<file path="src/rtl/instr_encoder_if.sv">
// Command and instruction bus of the instruction encoder.
// Handshake rule for both sides: a transfer happens on a rising clock edge
// where valid and ready are both high. A producer holds valid and its payload
// steady until that edge, and ready never depends on the transfer it enables.
interface instr_encoder_if #(
  parameter int ADDR_WIDTH = 10
);
  logic                  cmd_valid_i;
  logic                  cmd_ready_o;
  logic [2:0]            cmd_kind_i;
  logic [4:0]            rs_i;
  logic [4:0]            rt_i;
  logic [4:0]            rd_i;
  logic [4:0]            shamt_i;
  logic [5:0]            funct_i;
  logic [15:0]           imm_i;
  logic                  instr_valid_o;
  logic                  instr_ready_i;
  logic [31:0]           instr_o;
  logic [ADDR_WIDTH-1:0] instr_addr_o;

  // Command source and instruction consumer side (program loader / bench).
  modport master (
    output cmd_valid_i, cmd_kind_i, rs_i, rt_i, rd_i, shamt_i, funct_i, imm_i,
    output instr_ready_i,
    input  cmd_ready_o, instr_valid_o, instr_o, instr_addr_o
  );

  // Encoder side.
  modport slave (
    input  cmd_valid_i, cmd_kind_i, rs_i, rt_i, rd_i, shamt_i, funct_i, imm_i,
    input  instr_ready_i,
    output cmd_ready_o, instr_valid_o, instr_o, instr_addr_o
  );
endinterface

</file>
<file path="src/rtl/instr_encoder.sv">
// MIPS instruction encoder with a 2-entry issue buffer. Packs instruction-class
// commands into 32-bit words, tags each with a word-aligned address and
// presents them through a valid/ready output.
module instr_encoder #(
  parameter int          ADDR_WIDTH = 10,
  parameter int unsigned BASE_ADDR  = 0
) (
  input  logic                 clk_i,
  input  logic                 rst_i,
  input  logic                 clear_i,
  instr_encoder_if.slave       bus,
  output logic [15:0]          count_o,
  output logic                 err_o,
  output logic [1:0]           dbg_state
);

  localparam logic [1:0] EMPTY = 2'd0;
  localparam logic [1:0] ONE   = 2'd1;
  localparam logic [1:0] FULL  = 2'd2;

  localparam logic [ADDR_WIDTH-1:0] BASE_FULL  = ADDR_WIDTH'(BASE_ADDR);
  localparam logic [ADDR_WIDTH-1:0] START_ADDR = {BASE_FULL[ADDR_WIDTH-1:2], 2'b00};

  logic [1:0]            state_q;
  logic [1:0]            state_d;
  logic [31:0]           head_instr_q;
  logic [ADDR_WIDTH-1:0] head_addr_q;
  logic [31:0]           tail_instr_q;
  logic [ADDR_WIDTH-1:0] tail_addr_q;
  logic [ADDR_WIDTH-1:0] addr_q;
  logic [15:0]           count_q;
  logic                  err_q;

  logic                  flush;
  logic                  accept;
  logic                  legal;
  logic                  push;
  logic                  pop;
  logic [31:0]           new_instr;

  // Pack one command into a MIPS word; kinds 6/7 never reach the buffer.
  function automatic logic [31:0] pack_word(
    input logic [2:0]  kind,
    input logic [4:0]  rs,
    input logic [4:0]  rt,
    input logic [4:0]  rd,
    input logic [4:0]  shamt,
    input logic [5:0]  funct,
    input logic [15:0] imm
  );
    logic [5:0] op;
    case (kind)
      3'd1:    op = 6'b100011;
      3'd2:    op = 6'b101011;
      3'd3:    op = 6'b000100;
      3'd4:    op = 6'b001000;
      3'd5:    op = 6'b001010;
      default: op = 6'b000000;
    endcase
    if (kind == 3'd0) pack_word = {op, rs, rt, rd, shamt, funct};
    else              pack_word = {op, rs, rt, imm};
  endfunction

  // Handshakes and output gating; reset and clear block both sides at once.
  always_comb begin
    flush             = rst_i || clear_i;
    bus.cmd_ready_o   = !flush && (state_q != FULL);
    bus.instr_valid_o = !flush && (state_q != EMPTY);
    bus.instr_o       = bus.instr_valid_o ? head_instr_q : 32'd0;
    bus.instr_addr_o  = bus.instr_valid_o ? head_addr_q : '0;
    count_o           = flush ? 16'd0 : count_q;
    err_o             = flush ? 1'b0 : err_q;
    dbg_state         = state_q;
    accept            = bus.cmd_valid_i && bus.cmd_ready_o;
    legal             = !(bus.cmd_kind_i[2] && bus.cmd_kind_i[1]);
    push              = accept && legal;
    pop               = bus.instr_valid_o && bus.instr_ready_i;
    new_instr         = pack_word(bus.cmd_kind_i, bus.rs_i, bus.rt_i, bus.rd_i,
                                  bus.shamt_i, bus.funct_i, bus.imm_i);
  end

  // Buffer occupancy: push+pop in ONE keeps ONE; FULL never sees a push.
  always_comb begin
    state_d = state_q;
    case (state_q)
      EMPTY:   if (push) state_d = ONE;
      ONE:     if (push && !pop) state_d = FULL;
               else if (pop && !push) state_d = EMPTY;
      FULL:    if (pop) state_d = ONE;
      default: state_d = EMPTY;
    endcase
  end

  // Buffer state and entry storage; the head always sits in the head registers.
  always_ff @(posedge clk_i) begin
    if (flush) begin
      state_q      <= EMPTY;
      head_instr_q <= 32'd0;
      head_addr_q  <= '0;
      tail_instr_q <= 32'd0;
      tail_addr_q  <= '0;
    end else begin
      state_q <= state_d;
      case (state_q)
        EMPTY: if (push) begin
          head_instr_q <= new_instr;
          head_addr_q  <= addr_q;
        end
        ONE: if (push && pop) begin
          head_instr_q <= new_instr;
          head_addr_q  <= addr_q;
        end else if (push) begin
          tail_instr_q <= new_instr;
          tail_addr_q  <= addr_q;
        end
        FULL: if (pop) begin
          head_instr_q <= tail_instr_q;
          head_addr_q  <= tail_addr_q;
        end
        default: ;
      endcase
    end
  end

  // Next-address counter, delivered-word counter and sticky illegal flag.
  always_ff @(posedge clk_i) begin
    if (flush) begin
      addr_q  <= START_ADDR;
      count_q <= 16'd0;
      err_q   <= 1'b0;
    end else begin
      if (push) addr_q <= addr_q + ADDR_WIDTH'(4);
      if (pop && count_q != 16'hFFFF) count_q <= count_q + 16'd1;
      if (accept && !legal) err_q <= 1'b1;
    end
  end

endmodule

</file>
<file path="src/flat_wrapper.sv">
// flat-port wrapper written by rule: the top's interface ports become plain ports
module instr_encoder_flat 
#(
  parameter int          ADDR_WIDTH = 10,
  parameter int unsigned BASE_ADDR  = 0
)
  (clk_i, rst_i, clear_i, count_o, err_o, dbg_state, bus_cmd_valid_i, bus_cmd_kind_i, bus_rs_i, bus_rt_i, bus_rd_i, bus_shamt_i, bus_funct_i, bus_imm_i, bus_instr_ready_i, bus_cmd_ready_o, bus_instr_valid_o, bus_instr_o, bus_instr_addr_o);
  instr_encoder_if #(.ADDR_WIDTH(ADDR_WIDTH)) bus_i ();
  input  logic clk_i;
  input  logic rst_i;
  input  logic clear_i;
  output logic [15:0] count_o;
  output logic err_o;
  output logic [1:0] dbg_state;
  input wire logic [$bits(bus_i.cmd_valid_i)-1:0] bus_cmd_valid_i;
  input wire logic [$bits(bus_i.cmd_kind_i)-1:0] bus_cmd_kind_i;
  input wire logic [$bits(bus_i.rs_i)-1:0] bus_rs_i;
  input wire logic [$bits(bus_i.rt_i)-1:0] bus_rt_i;
  input wire logic [$bits(bus_i.rd_i)-1:0] bus_rd_i;
  input wire logic [$bits(bus_i.shamt_i)-1:0] bus_shamt_i;
  input wire logic [$bits(bus_i.funct_i)-1:0] bus_funct_i;
  input wire logic [$bits(bus_i.imm_i)-1:0] bus_imm_i;
  input wire logic [$bits(bus_i.instr_ready_i)-1:0] bus_instr_ready_i;
  output wire logic [$bits(bus_i.cmd_ready_o)-1:0] bus_cmd_ready_o;
  output wire logic [$bits(bus_i.instr_valid_o)-1:0] bus_instr_valid_o;
  output wire logic [$bits(bus_i.instr_o)-1:0] bus_instr_o;
  output wire logic [$bits(bus_i.instr_addr_o)-1:0] bus_instr_addr_o;
  assign bus_i.cmd_valid_i = bus_cmd_valid_i;
  assign bus_i.cmd_kind_i = bus_cmd_kind_i;
  assign bus_i.rs_i = bus_rs_i;
  assign bus_i.rt_i = bus_rt_i;
  assign bus_i.rd_i = bus_rd_i;
  assign bus_i.shamt_i = bus_shamt_i;
  assign bus_i.funct_i = bus_funct_i;
  assign bus_i.imm_i = bus_imm_i;
  assign bus_i.instr_ready_i = bus_instr_ready_i;
  assign bus_cmd_ready_o = bus_i.cmd_ready_o;
  assign bus_instr_valid_o = bus_i.instr_valid_o;
  assign bus_instr_o = bus_i.instr_o;
  assign bus_instr_addr_o = bus_i.instr_addr_o;
  instr_encoder #(.ADDR_WIDTH(ADDR_WIDTH), .BASE_ADDR(BASE_ADDR)) u_core (.clk_i(clk_i), .rst_i(rst_i), .clear_i(clear_i), .bus(bus_i), .count_o(count_o), .err_o(err_o), .dbg_state(dbg_state));
endmodule
</file>
<file path="config.mk">
export PLATFORM = sky130hd
export DESIGN_NAME = instr_encoder_flat
export DESIGN_NICKNAME = d
export VERILOG_FILES = /design/src/rtl/instr_encoder_if.sv /design/src/rtl/instr_encoder.sv /design/src/flat_wrapper.sv
export SDC_FILE = /design/constraint.sdc
export NUM_CORES = 1
export LEC_CHECK = 0
export CAP_MARGIN = 20
export CORE_MARGIN = 5
export CORE_UTILIZATION = 45
export CTS_CLUSTER_SIZE = 12
export DETAILED_ROUTE_END_ITERATION = 12
export PLACE_DENSITY = 0.84
export SYNTH_ARGS = -nofsm -noshare
export SYNTH_HDL_FRONTEND = slang
export SYNTH_SLANG_ARGS = --single-unit
</file>
<file path="constraint.sdc">
create_clock -name clk_i -period 5.1 [get_ports clk_i]
set_input_delay 1.02 -clock clk_i [delete_from_list [all_inputs] [get_ports clk_i]]
set_output_delay 1.02 -clock clk_i [all_outputs]
set_load 0.005 [all_outputs]
</file>
# Yosys cells after proc, flatten, opt, wreduce, memory -nomap -nowiden
# Index checks and enable logic that the tools add are counted.
dict set report classes {
  addsub 2
  mul 0
  div 0
  order_cmp 0
  n_eq_ne 13
  shift 0
  n_mux 19
  bitwise 1
  n_reduce_logical 23
}
# cell count
set ops {}
lappend ops {{$mux 32} 4}
lappend ops {{$pmux 32 s3} 1}
lappend ops {{$mux 10} 4}
lappend ops {{$mux 16} 2}
lappend ops {{$pmux 10 s3} 1}
lappend ops {{$pmux 6 s5} 1}
lappend ops {{$add 16x1->16 const B} 1}
lappend ops {{$ne 16x16->1 const B} 1}
lappend ops {{$logic_and 1x1->1} 11}
lappend ops {{$add 10x3->10 const B} 1}
lappend ops {{$mux 2} 4}
lappend ops {{$eq 3x2->1 const B} 2}
lappend ops {{$eq 3x3->1 const B} 2}
lappend ops {{$ne 2x1->1 const B} 3}
lappend ops {{$pmux 2 s3} 1}
lappend ops {{$reduce_and 3->1} 2}
lappend ops {{$logic_not 1->1} 4}
lappend ops {{$reduce_and 4->1} 1}
lappend ops {{$eq 3x1->1 const B} 1}
lappend ops {{$logic_not 3->1} 1}
lappend ops {{$ne 3x1->1 const B} 1}
lappend ops {{$reduce_bool 3->1} 1}
lappend ops {{$eq 2x1->1 const B} 1}
lappend ops {{$eq 2x2->1 const B} 1}
lappend ops {{6 further kinds} 6}
dict set report word_totals {
  ff_bits 113
  latch_bits 0
  ram_bits 0
  rom_bits 0
  inputBits 50
  output_inout_bits 63
  memories 0
}

# Depth between registers and ports, before layout
# Gate-level depths: netlist (run 1).
dict set report logic_depth {
  word_depth 10
  ltp_mapped 6
}

# Worst setup path after synthesis (run 1)
# OpenSTA, ideal clock, no wires.
dict set report synth_timing {
  path_type {input -> output}
  startpoint {input port clear_i}
  endpoint {output port bus_instr_o[11]}
  t_arrival_ns 2.196
  t_required_ns 4.080
  setup_slack_ns 1.884
  stages 6
  n_path_buf 3
  cell_sequence {or2_2 -> clkbuf_1 -> nor2_1 -> clkbuf_1 -> clkbuf_1 -> and2_1}
}
dict set report synth_between {
  elab_chain_len 4
}
# item line
set synth_rtl {}
lappend synth_rtl {{from (decl)} flat_wrapper.sv:11} ;# input logic clear_i;
lappend synth_rtl {{$logic_or 1x1->1} instr_encoder.sv:66} ;# flush = rst_i || clear_i;
lappend synth_rtl {{$logic_not 1->1} instr_encoder.sv:68} ;# bus.instr_valid_o = !flush && (state_q != EMPTY);
lappend synth_rtl {{$logic_and 1x1->1} instr_encoder.sv:68}
lappend synth_rtl {{$mux 32} instr_encoder.sv:69} ;# bus.instr_o = bus.instr_valid_o ? head_instr_q : 32'd0;
lappend synth_rtl {{to (decl)} flat_wrapper.sv:26} ;# output wire logic [$bits(bus_i.instr_o)-1:0] bus_instr_o;
# Every way passes these cells.

# Worst setup path in the final report (run 1)
dict set report layout_timing {
  startpoint {input port clear_i}
  endpoint {output port bus_instr_o[6]}
}
# Same word-level chain as after synthesis.

==> flow_summary.ini, run 1 <==
[outcome]
status = completed

[sta]
setup_viol = 0
hold_viol = 0
max_freq_mhz = 248
worstMarginPinSlew_ns = 0.968
fin_crit_sh_pct = 79.2
fin_skew_ns = 0.0104
setup_slack_ns = 1.06
fin_crit_ns = 4.04
finalMaxSlewViolations = 0
tns_ns = 0
rsz0062_at_grt = no
slew-limit-headroom_pct = 35.3

[worst_setup_path]
path_class = in2out
cp-startpoint = clear_i
r2r_start = u_core.dbg_state[0]
path_cells = clkdlybuf4s50_1 -> or2_4 -> nor2_2 -> buf_4 -> and2_1 -> clkdlybuf4s50_1
slowest_delay_ns = 0.55
cpMostUsedCell = clkdlybuf4s50_1
crit_arrival_ns = 3.02
cpMaxStageDelayCell = clkdlybuf4s50_1
crit_fanout = 39
crit_path_start_kind = primary input
cp-end-kind = output pin
crit_required_ns = 4.08

[floorplan]
dieHeight_um = 119
core_area_mm2 = 0.0115
initial_utilization_pct = 46.2
pin_count = 113
die_w_um = 119
die-area_mm2 = 0.0140
num_rows = 39

[finish]
post-route-util_pct = 58.4
syn_to_final_growth_pct = 26.4
final_area_mm2 = 0.00670
multi_input_area_mm2 = 0.00292
diodes = 0
nets = 725
fillers = 961
regArea_mm2 = 0.00206
drive_above_1_share_pct = 11.4
fin_cells = 821

[synth]
synthesis.area_mm2 = 0.00530
synth_cells = 599
synth-simple-area-share_pct = 23.7
synth_compound_area_share_pct = 25.0
synth_cell_types = 58
synth_top_area_cell = dfxtp_1
synthXorXnorAreaFrac_pct = 0.496
synthFlopType = dfxtp_1
syn_avg_cell_area_um2 = 8.84
synthTopCellsByArea = dfxtp_1, and2_1, a311oi_2
synth_top_family_by_area = compound AO/OA/AOI/OAI gates
synth-seq-area-share_pct = 38.9
yosys_warnings = 0
synthArstFlopShare_pct = 0
synth_commonest_cells = dfxtp_1, nand2_1, and2_1
ys_ff_latch = 103
synth-edff-count = 0
yosys.area.top_type_share_pct = 38.9
synth-adder-area-share_pct = 0.472
muxShareOfSynthArea_pct = 4.98
synth.most_common_cell = dfxtp_1

[routing]
viasPerCell = 5.91
antenna_left = 0
drt-wirelength-per-cell_um = 17.2
drt-pass1-iter-count = 6
drt-total-wl_um = 14100
route.met3.wl_um = 883
drt_iter0_markers = 354
drt-met1-wl_um = 6170
drc = 0
vias = 4850
wl_met2_um = 6810
highest_layer = met4

[clock_tree]
cts_tree = built
cts.path.max_buffers = 2
cts_resized = 0
cts.sinks = 103
insertion_delay_ns = 0.34
clk_pin_slew_ns = 0.07
cts_buffers = 9
cts_hold_buffers = 0
cts_max_level = 3
postCtsSetupRepairBufs = 0
cts_root_buffer = clkbuf_16

[placed_design]
place_area_mm2 = 0.00635
dp.final_hpwl_um = 9470
dp.cells = 805
finalWeightedCongestion = 0.922
portBuffers = 109
place_worst_setup_slack_ns = 1.05

[worst_hold_path]
hp-class = reg2reg
min_from = u_core.count_q[11]

[global_route]
track_usage_pct = 19.6
grt_overflow = 0
grt_pass1_wl_um = 23300
grt_pass1_vias = 4780
grt_max_degree = 79
antenna_found_initial = 0

[pwr]
ir_worst_vdd_mv = 0.170
power.density_mw_per_mm2 = 259
p_leak_nw = 2.27

[job]
drv_cap = 0
## metrics by stage
stage          hold slack [ns]  total power [mW]
3_5_place_dp             0.449             0.966
4_1_cts                  0.463              1.74
3_3_place_gp             0.445             0.963
2_1_floorplan            0.428             0.908
5_1_grt                  0.498              1.79
6_report                 0.468              1.74
## power by group
part           total [mW]  switching, mW  leakage (nW)  internal, mW
Clock               0.786          0.306         0.162         0.481
Sequential          0.818        0.00526         0.831         0.813
Combinational       0.131         0.0692          1.28        0.0621
Total                1.74          0.380          2.27          1.36
## sequential cells by signal, summed over array words and instances (netlist names)
signal / cells
u_core.head_instr_q: 30
u_core.tail_instr_q: 30
u_core.count_q: 16
u_core.addr_q: 8
u_core.head_addr_q: 8
u_core.tail_addr_q: 8
u_core.dbg_state: 2
u_core.err_q: 1
## layout by cell type, fill, tap and decap left out, types with 3 or more instances in the layout
cell	instances
a311oi_2	18
nor3_1	21
a221oi_2	8
a21oi_1	48
buf_4	11
clkdlybuf4s50_1	109
o41ai_1	4
clkbuf_16	9
o31ai_1	7
dfxtp_1	103
a31o_1	10
a31o_2	6
a221oi_1	8
xor2_1	3
and4_1	6
nand4_1	7
inv_1	6
nor2_1	26
mux2i_1	23
nand3_1	30
nand2b_1	4
nand2_1	56
a311oi_1	4
nor2b_1	3
mux2_2	3
nor2_2	5
and2_1	51
bufinv_16	3
or3_1	3
o21ai_0	23
a211oi_1	19
and3_1	4
conb_1	3
## path summary, 6_finish.rpt
check / to / slack, ns / cells past startpoint
worst max-delay path: bus_instr_o[6] / 1.06 / 6
worst min register to register: u_core.count_q[11] / 0.47 / 1
worst min-delay path: u_core.count_q[11] / 0.47 / 1
worst max register to register: u_core.addr_q[7] / 2.60 / 5
## cell type report
cell class	instances	area share, %
well taps	143	2.67
repair buffers	120	17.5
clock buffers	9	3.36
clock inverters	7	1.78
flip-flops and latches	103	30.8
inverters	6	0.336
multi-input cells	433	43.5
## kinds of logic (layout without fill, tap and decap cells)
logic type	Yosys count	count (layout)
buffers and inverters	65	142
muxes	26	26
AOI/OAI and AO/OA	166	166
xor gates and xnor gates	3	3
and+or+nand+nor	233	233
other	1	3
adders and majority gates	2	2
DFF	103	103
## worst max-delay path, delay by kind of cell
kind          cells  cell delay [ns]
buf+inv           3             1.36
simple gates      3             0.63
## layer usage
metal  GRT usage (%)  vias up
met4            6.09        0
li1                -     2353
met3            4.11       19
met2            33.1      196
met5               0        -
met1            25.1     2282
Power figures use the tool's default switching activity.
==> run 2: changes to the inputs <==
==> constraint.sdc (replaced) <==
create_clock -name clk_i -period 4 [get_ports clk_i]
set_input_delay 0.8 -clock clk_i [delete_from_list [all_inputs] [get_ports clk_i]]
set_output_delay 0.8 -clock clk_i [all_outputs]
set_load 0.005 [all_outputs]
==> run 2 against run 1 <==
Clock power up 23%. First-iteration DRC count down 11%. Worst hold slack better by 0.0051 ns. Power up 25%. Highest routed layer unchanged. Design area up 0.56%. Clock skew down 0.0032 ns. Largest cell class unchanged. Global-route usage down 0.15 points. Critical path type unchanged. Critical endpoint is now bus_instr_o[17].
==> flow_summary.ini, run 2 (synthesized netlist as in run 1, its figures left out) <==
[outcome]
status = completed

[sta]
fin_crit_sh_pct = 89.7
setup_viol = 0
finalMaxSlewViolations = 0
setup_slack_ns = 0.410
slew-limit-headroom_pct = 38.2
tns_ns = 0
worstMarginPinSlew_ns = 0.926
fin_crit_ns = 3.59
fin_skew_ns = 0.00722
max_freq_mhz = 279
rsz0062_at_grt = no
hold_viol = 0

[global_route]
track_usage_pct = 19.4
grt_pass1_vias = 4789
grt_overflow = 0
antenna_found_initial = 0
grt_max_degree = 79
grt_pass1_wl_um = 23200

[job]
drv_cap = 0

[placed_design]
dp.cells = 811
dp.final_hpwl_um = 9480
finalWeightedCongestion = 0.886
portBuffers = 109
place_worst_setup_slack_ns = 0.389

[floorplan]
dieHeight_um = 119
initial_utilization_pct = 46.2
num_rows = 39
die-area_mm2 = 0.0140
pin_count = 113
core_area_mm2 = 0.0115
die_w_um = 119

[clock_tree]
cts_buffers = 9
cts_hold_buffers = 0
cts_resized = 0
cts_tree = built
cts.sinks = 103
cts_max_level = 3
insertion_delay_ns = 0.34
cts.path.max_buffers = 2
cts_root_buffer = clkbuf_16
clk_pin_slew_ns = 0.07
postCtsSetupRepairBufs = 0

[finish]
fin_cells = 828
syn_to_final_growth_pct = 27.1
drive_above_1_share_pct = 12.0
final_cell_mix = clkdlybuf4s50_1, dfxtp_1, nand2_1, and2_1, a21oi_1
top_regs = u_core.head_instr_q: 30 flops, u_core.tail_instr_q: 30 flops, u_core.count_q: 16 flops
final_common_cell = clkdlybuf4s50_1
nets = 731
post-route-util_pct = 58.7
fillers = 987

[worst_setup_path]
path_class = in2out
crit_arrival_ns = 2.79
crit_path_start_kind = primary input
slowest_delay_ns = 0.55
cpMaxStageDelayCell = clkdlybuf4s50_1
crit_required_ns = 3.20
cp-end-kind = output pin
crit_fanout = 40
cpMostUsedCell = clkdlybuf4s50_1
path_cells = clkdlybuf4s50_1 -> or2_4 -> nor2_2 -> buf_4 -> and2_1 -> clkdlybuf4s50_1

[pwr]
p_leak_nw = 2.30
power.density_mw_per_mm2 = 323
ir_worst_vdd_mv = 0.203
finalPower_mw = 2.17

[routing]
vias = 4900
drc = 0
antenna_left = 0
drt_iter0_markers = 315
drt-total-wl_um = 14000
drt-wirelength-per-cell_um = 16.9
viasPerCell = 5.92
drt-pass1-iter-count = 5

[worst_hold_path]
hp-class = reg2reg
## run 2: changes by cell type in the layout (fill, tap and decap cells not counted), sizes merged
cell      previous run  this run
buf                 11        17
inv                  7         6
clkinv               1         2
bufinv               3         2
diode                0         1
clkbuf               9        12
clkinvlp             2         0
## run 2: worst paths after layout
path	startpoint	end	slack, ns	depth (start not counted)
hold / removal	u_core.head_instr_q[10]	u_core.head_instr_q[10]	0.47	1
setup reg to reg	u_core.dbg_state[0]	u_core.head_instr_q[9]	1.79	5
setup / recovery	clear_i	bus_instr_o[17]	0.41	6
hold reg to reg	u_core.head_instr_q[10]	u_core.head_instr_q[10]	0.47	1
## run 2: cell type report
| cell class | count | area, um2 | share of cell area, % |
|---|---|---|---|
| repair buffers | 126 | 1220 | 18.1 |
| inverters | 6 | 22.5 | 0.334 |
| clock inverters | 4 | 77.6 | 1.15 |
| diodes | 1 | 2.50 | 0.0372 |
| flip-flops and latches | 103 | 2060 | 30.6 |
| multi-input cells | 433 | 2920 | 43.3 |
| well taps | 143 | 179 | 2.66 |
| clock buffers | 12 | 256 | 3.81 |
## run 2: layer usage
| metal | GRT usage, % | vias up | wire length, um |
|---|---|---|---|
| met5 | 0 | - | 0 |
| met4 | 7.02 | 0 | 249 |
| met3 | 4.15 | 24 | 1010 |
| met1 | 24.8 | 2324 | 6000 |
| met2 | 32.4 | 198 | 6700 |
| li1 | - | 2354 | - |
## run 2: where the power goes
| part | leakage [nW] | internal (mW) | switching, mW | total (mW) |
|---|---|---|---|---|
| logic | 1.30 | 0.0810 | 0.0883 | 0.169 |
| registers | 0.831 | 1.04 | 0.00640 | 1.04 |
| clock network | 0.163 | 0.585 | 0.378 | 0.963 |
## run 2: through the flow
step                      instance area (um2)  hold WS, ns
after CTS                                6730        0.475
final                                    6730        0.473
after global routing                     6730        0.497
after global placement                   6400        0.447
after detailed placement                 6400        0.460
after floorplan                          5310        0.428
## run 2: worst max-delay path: cells and delay by family
family | cells | cell delay, ns
buffers and inverters | 3 | 1.36
and+or+nand+nor | 3 | 0.63
